[src/rtl/ptr_sync_status.sv]
// ptr_sync_status
// Brings a remote-domain Gray pointer into the local clock domain and derives
// FIFO occupancy status from it. MODE=0 is the write side (level and full
// flags). MODE=1 is the read side (level and empty flags).
//
// Ports
//   clk              local clock, rising edge
//   rst_n            asynchronous active-low reset
//   gray_ptr_remote  remote Gray pointer (asynchronous to clk)
//   bin_ptr_local    local binary pointer next-value (synchronous to clk)
//   err_clr          clears the sticky error bits
//   ptr_sync_gray    synchronised remote Gray pointer
//   ptr_sync_bin     registered binary form of ptr_sync_gray
//   ptr_update       one-cycle pulse when ptr_sync_bin changes
//   level            occupancy, 0..DEPTH (raw value shown even if out of range)
//   flag             full (MODE=0) or empty (MODE=1)
//   almost_flag      almost-full (MODE=0) or almost-empty (MODE=1)
//   err              sticky {level_err, jump_err}
module ptr_sync_status #(
    parameter int ADDR_W      = 4,
    parameter int SYNC_STAGES = 2,
    parameter int MODE        = 0,
    parameter int AF_LEVEL    = (1 << ADDR_W) - 2,
    parameter int AE_LEVEL    = 2
) (
    input  logic              clk,
    input  logic              rst_n,
    input  logic [ADDR_W:0]   gray_ptr_remote,
    input  logic [ADDR_W:0]   bin_ptr_local,
    input  logic              err_clr,
    output logic [ADDR_W:0]   ptr_sync_gray,
    output logic [ADDR_W:0]   ptr_sync_bin,
    output logic              ptr_update,
    output logic [ADDR_W:0]   level,
    output logic              flag,
    output logic              almost_flag,
    output logic [1:0]        err
);

    localparam int PW    = ADDR_W + 1;
    localparam int DEPTH = 1 << ADDR_W;

    localparam logic [PW-1:0] DEPTH_P = PW'(DEPTH);
    localparam logic [PW-1:0] AF_P    = PW'(AF_LEVEL);
    localparam logic [PW-1:0] AE_P    = PW'(AE_LEVEL);

    // Read side comes out of reset reporting empty; write side reports not full.
    localparam logic FLAG_RST = (MODE != 0);

    logic [PW-1:0] sync_q [SYNC_STAGES];

    logic [PW-1:0] bin_d,   bin_q;
    logic          upd_d,   upd_q;
    logic [PW-1:0] level_d, level_q;
    logic          flag_d,  flag_q;
    logic          almost_d, almost_q;
    logic          jump_d;
    logic [1:0]    err_d,   err_q;

    function automatic logic [PW-1:0] gray2bin(input logic [PW-1:0] g);
        logic [PW-1:0] b;
        b[PW-1] = g[PW-1];
        for (int i = PW - 2; i >= 0; i--) begin
            b[i] = b[i+1] ^ g[i];
        end
        return b;
    endfunction

    // Plain flop chain: nothing may sit between stages.
    always_ff @(posedge clk or negedge rst_n) begin
        if (!rst_n) begin
            for (int i = 0; i < SYNC_STAGES; i++) begin
                sync_q[i] <= '0;
            end
        end else begin
            sync_q[0] <= gray_ptr_remote;
            for (int i = 1; i < SYNC_STAGES; i++) begin
                sync_q[i] <= sync_q[i-1];
            end
        end
    end

    always_comb begin
        bin_d  = gray2bin(sync_q[SYNC_STAGES-1]);
        upd_d  = (bin_d != bin_q);
        // Modulo distance travelled by the remote pointer in one update.
        jump_d = ((bin_d - bin_q) > DEPTH_P);

        // Level pairs the fresh local pointer with the already-registered
        // remote binary pointer; wrap is handled by modulo-2^PW subtraction.
        if (MODE == 0) begin
            level_d  = bin_ptr_local - bin_q;
            flag_d   = (level_d == DEPTH_P);
            almost_d = (level_d >= AF_P);
        end else begin
            level_d  = bin_q - bin_ptr_local;
            flag_d   = (level_d == '0);
            almost_d = (level_d <= AE_P);
        end

        // Clear first, then set, so an error coincident with err_clr survives.
        err_d = err_q;
        if (err_clr) begin
            err_d = 2'b00;
        end
        if (level_d > DEPTH_P) begin
            err_d[1] = 1'b1;
        end
        if (jump_d) begin
            err_d[0] = 1'b1;
        end
    end

    always_ff @(posedge clk or negedge rst_n) begin
        if (!rst_n) begin
            bin_q    <= '0;
            upd_q    <= 1'b0;
            level_q  <= '0;
            flag_q   <= FLAG_RST;
            almost_q <= FLAG_RST;
            err_q    <= 2'b00;
        end else begin
            bin_q    <= bin_d;
            upd_q    <= upd_d;
            level_q  <= level_d;
            flag_q   <= flag_d;
            almost_q <= almost_d;
            err_q    <= err_d;
        end
    end

    assign ptr_sync_gray = sync_q[SYNC_STAGES-1];
    assign ptr_sync_bin  = bin_q;
    assign ptr_update    = upd_q;
    assign level         = level_q;
    assign flag          = flag_q;
    assign almost_flag   = almost_q;
    assign err           = err_q;

endmodule

[config.mk]
export PLATFORM = sky130hd
export DESIGN_NAME = ptr_sync_status
export DESIGN_NICKNAME = d
export VERILOG_FILES = /design/src/rtl/ptr_sync_status.sv
export SDC_FILE = /design/constraint.sdc
export NUM_CORES = 1
export LEC_CHECK = 0
export ABC_AREA = 1
export CORE_MARGIN = 2
export CORE_UTILIZATION = 44
export CTS_BUF_LIST = sky130_fd_sc_hd__clkbuf_8
export DETAILED_ROUTE_END_ITERATION = 12
export HOLD_SLACK_MARGIN = 0.1
export PLACE_DENSITY = 0.77
export REMOVE_ABC_BUFFERS = 1
export SLEW_MARGIN = 10
export SYNTH_ARGS = -nofsm -noshare
export SYNTH_HDL_FRONTEND = slang
export SYNTH_SLANG_ARGS = --single-unit
[constraint.sdc]
create_clock -name clk -period 2.2 [get_ports clk]
set_clock_uncertainty 0.15 [all_clocks]
set_input_delay 0.44 -clock clk [delete_from_list [all_inputs] [get_ports clk]]
set_output_delay 0.44 -clock clk [all_outputs]
set_load 0.1 [all_outputs]
==> out/results.md <==
| Result | Value | Unit |
|:---|:---|:---|
| Non-Filler Cell Area, Final | 0.00172 | mm2 |
| Area grow syn2layout | 44.3 | % |
| Number of max-slew violations in the final report | 0 | - |
| Part of the power in registers | 0.340 | - |
| Internal power consumption | 0.862 | mW |
| Clock tree sinks | 25 | - |
| Buffer depth of the longest clock path | 2 | - |
| Met3 usage | 0.0581 | - |
| Boundary pin count | 33 | - |
| Setup Crit Path Kind | reg -> reg | - |
| Number of standard cells in the final layout excluding fillers | 201 | - |
| Met2 Resource Use GR | 0.341 | - |
| Dominant combinational cell family by area after synthesis | simple AND/OR/NAND/NOR gates | - |
| Largest net degree at the start of global routing | 26 | - |
| Final number of setup-violating endpoints | 1 | - |
| Startpoint of the lowest-slack hold path | sync_q[7] | - |
| Worst hold stages | 0 | - |
| Fin Hold WS | 206 | ps |
| Deepest level of the CTS H-tree | 1 | - |
| Total of warnings raised by yosys | 0 | - |
| Post-Synth Simple-Gate Area | 0.213 | - |
| Wire length of the first global-routing pass | 4.10 | mm |
| Worst endpoint data arrival time | 2410 | ps |
| Compound-Gate Fraction of Synth Area | 0.0168 | - |
| Dpl cell area | 0.00156 | mm2 |
| Cts-stage hold buffer count | 0 | - |
| Number of buffers added on ports | 32 | - |
| Die extent in y | 56.1 | um |
| Syn Std Cell Area | 0.00119 | mm2 |
| Global router's overall resource usage | 0.167 | - |
| Hold Path End | ptr_sync_gray[2] | - |
| Via-per-instance ratio | 4.81 | - |
| Highest net fanout along the worst path | 4 | - |
| Max_cap viols | 0 | - |
| Category of the worst setup path capture point | flip-flop | - |
| Adder-cell share of the synthesized area | 0.117 | - |
| Post-CTS clock slew at the launch and capture registers of the worst setup and hold paths | 80 | ps |
| Detailed placement HPWL | 1.79 | mm |
| #FFs+latches synth | 25 | - |
| Grt total ovfl | 0 | - |
| Layout cells sized above 1 | 0.380 | - |
| Global Route met1 Usage | 0.150 | - |
| Via total after detailed routing | 966 | - |
| Placer's final routability congestion estimate | 0.787 | - |
| Drt initial violations | 17 | - |
| Total negative setup slack | -194 | ps |
| Total CTS buffers | 3 | - |
| Outcome | finished with violations | - |
| Max rail drop VDD | 0.000835 | V |
| Post-Synthesis Cells | 123 | - |
| Routed wire length | 2.33 | mm |
| Detailed-routing iteration count for the pre-antenna-repair pass | 4 | - |
| Top achievable clock speed | 418 | MHz |
| Sequential fraction of the synthesis area | 0.524 | - |
| Most frequent cells in the layout | sky130_fd_sc_hd__buf_4, sky130_fd_sc_hd__dfrtp_1, sky130_fd_sc_hd__nand2_1 | - |
| Clock network fraction of design power | 0.161 | - |
| Final min period | 2390 | ps |
| Width of the die | 56.1 | um |
| Number of distinct library cells after synthesis | 19 | - |
| Average instance area after synthesis | 9.71 | um2 |
| Average routed wire per standard cell | 11.6 | um |
| R2r startpoint | ptr_sync_gray[3] | - |
| Post-synth top area cell | sky130_fd_sc_hd__dfrtp_1 | - |
| LEAKAGE | 0.898 | nW |
| Required time of the critical path | 2210 | ps |
| Initial cell density of the core | 0.474 | - |
| Pwr Density | 926 | mW/mm2 |
| Count of cells along the worst register-to-register path | 18 | - |
| # rows | 18 | - |
| Instance count after placement with tap cells included | 189 | - |
| Setup repair after global routing missed its margin | true | - |
| R2R setup slack | -190 | ps |
| Total of fill cells in the finished design | 207 | - |
| Leading cell type in the layout, fill and taps excluded | sky130_fd_sc_hd__buf_4 | - |
| Total number of nets in the final design | 195 | - |
| Critical register-to-register path endpoint | err[0] | - |
| Post-Route Utilization | 0.684 | - |
| Most used routing layer | met2 | - |
| Buffer cell driving the clock tree root | sky130_fd_sc_hd__clkbuf_8 | - |
| Sw Pwr | 0.735 | mW |
| Antenna-violating nets left | 0 | - |
| Xor and xnor area share after synthesis | 0.0293 | - |
| Clock tree from TritonCTS | done | - |
| Headroom to the max-slew limit | 0.798 | - |
| Vias in the first global route | 1,020 | - |
| Number of DRC violations after detailed routing | 0 | - |
| Final Worst Setup Slack | -194 | ps |
| Proportion of synthesized area in mux cells | 0 | - |
| Clk_lat worst skew | 260 | ps |
| Top post-synthesis cells by area | sky130_fd_sc_hd__dfrtp_1, sky130_fd_sc_hd__ha_1, sky130_fd_sc_hd__nand2_1 | - |
| Initial antenna violation count | 0 | - |
| Slew at the pin closest to its max-slew limit | 302 | ps |
| Net Sw Frac | 0.460 | - |
| Ant. Diodes | 0 | - |
| Tightest Hold Check Type | reg -> reg | - |
| Part of the cycle the worst path needs | 1.09 | - |
| Core region area | 0.00252 | mm2 |
| Power share of the combinational group | 0.500 | - |
| Violated checks | negative setup slack | - |
| Area share of the leading cell type in the synthesized netlist | 0.524 | - |
| Die Area | 0.00315 | mm2 |
| Nature of the critical path startpoint | flip-flop | - |
| Final count of hold timing violations | 0 | - |
per-layer routing:
layer / vias to the layer above / part of all wire
met5: - / 0
met4: 0 / 0.0056
met3: 4 / 0.067
met2: 31 / 0.57
met1: 462 / 0.36
li1: 469 / -
per-stage QoR:
| step | setup slack (ps) | total power [mW] |
|---|---|---|
| floorplan | -829 | 1.10 |
| global placement | -168 | 1.28 |
| detailed placement | -223 | 1.30 |
| CTS | -156 | 1.59 |
| global route | -371 | 1.69 |
| finish | -194 | 1.60 |
cells by family (layout without fill, tap and decap cells):
kind of cell	count (synthesis)	in the layout
AND/OR/NAND/NOR	53	53
buffers and inverters	27	75
flip-flops	25	25
adder cells (fa/ha/maj)	10	10
AO/OA/AOI/OAI	4	4
XOR/XNOR	4	4
critical path, stage by stage (launching register included):
cell and delay [ps]:
sky130_fd_sc_hd__dfrtp_1 420, sky130_fd_sc_hd__inv_2 70, sky130_fd_sc_hd__nand2_2 80, sky130_fd_sc_hd__nand3_2 100, sky130_fd_sc_hd__nand2_2 80, sky130_fd_sc_hd__nand2_2 60
sky130_fd_sc_hd__nand2_2 70, sky130_fd_sc_hd__nand2_2 50, sky130_fd_sc_hd__nand2_2 60, sky130_fd_sc_hd__inv_2 40, sky130_fd_sc_hd__ha_4 140, sky130_fd_sc_hd__inv_2 50
sky130_fd_sc_hd__fa_1 410, sky130_fd_sc_hd__inv_1 70, sky130_fd_sc_hd__nand2_1 70, sky130_fd_sc_hd__nor3b_2 170, sky130_fd_sc_hd__nand3_1 80, sky130_fd_sc_hd__nand2_1 60
sky130_fd_sc_hd__nand2_1 40
cells in the mapped netlist:
library cell and number:
sky130_fd_sc_hd__nand2_1 26, sky130_fd_sc_hd__dfrtp_1 25, sky130_fd_sc_hd__inv_1 20, sky130_fd_sc_hd__nand3_1 10
sky130_fd_sc_hd__ha_1 8, sky130_fd_sc_hd__buf_4 5, sky130_fd_sc_hd__nand2_2 5, sky130_fd_sc_hd__nor2_1 5
sky130_fd_sc_hd__a21oi_1 3, sky130_fd_sc_hd__nand3_2 3, sky130_fd_sc_hd__fa_1 2, sky130_fd_sc_hd__inv_2 2
sky130_fd_sc_hd__xnor2_1 2, sky130_fd_sc_hd__xor2_1 2, sky130_fd_sc_hd__nand4_1 1, sky130_fd_sc_hd__nor2_2 1
sky130_fd_sc_hd__nor3b_1 1, sky130_fd_sc_hd__o21ai_1 1, sky130_fd_sc_hd__or2_1 1
registers in the layout, summed over array words and instances, names as in the netlist:
signal / cells
ptr_sync_bin: 5
almost_flag: 1
err: 2
level: 5
ptr_update: 1
flag: 1
ptr_sync_gray: 5
sync_q: 5
what timing repair did:
item	4_1_cts	5_1_grt
endpoints found under the setup margin	1	2
pin swaps	8	10
resized for setup	9	6
endpoints found under the hold margin	0	0
buffers inserted	6	2
cloned	0	0
power groups by stage:
| stage | Combinational, mW | Clock [mW] | Sequential, mW |
|---|---|---|---|
| after floorplan | 0.170 | 0 | 0.933 |
| after global routing | 0.847 | 0.292 | 0.553 |
| after CTS | 0.777 | 0.269 | 0.543 |
| after global placement | 0.735 | 0 | 0.549 |
| final | 0.798 | 0.256 | 0.543 |
| after detailed placement | 0.750 | 0 | 0.550 |
final cells by class:
cell class | instances | area [um2] | area share
Clock buffer | 3 | 41.3 | 0.0239
Tap cell | 30 | 37.5 | 0.0218
Multi-Input combinational cell | 71 | 509 | 0.295
Clock inverter | 1 | 5.00 | 0.00290
Inverter | 22 | 82.6 | 0.0479
Timing Repair Buffer | 49 | 423 | 0.245
Sequential cell | 25 | 626 | 0.363
how the worst max path moves through the flow:
stage | start | to | cells after the start
3_5_place_dp | ptr_sync_gray[3] | err[0] | 17
4_1_cts | ptr_sync_gray[4] | err[0] | 18
5_1_grt | ptr_sync_gray[3] | err[0] | 18
2_1_floorplan | ptr_sync_gray[4] | err[0] | 16
6_report | ptr_sync_gray[3] | err[0] | 18
3_3_place_gp | ptr_sync_gray[3] | err[0] | 17
Note: power is estimated with default switching activity, not from simulation.
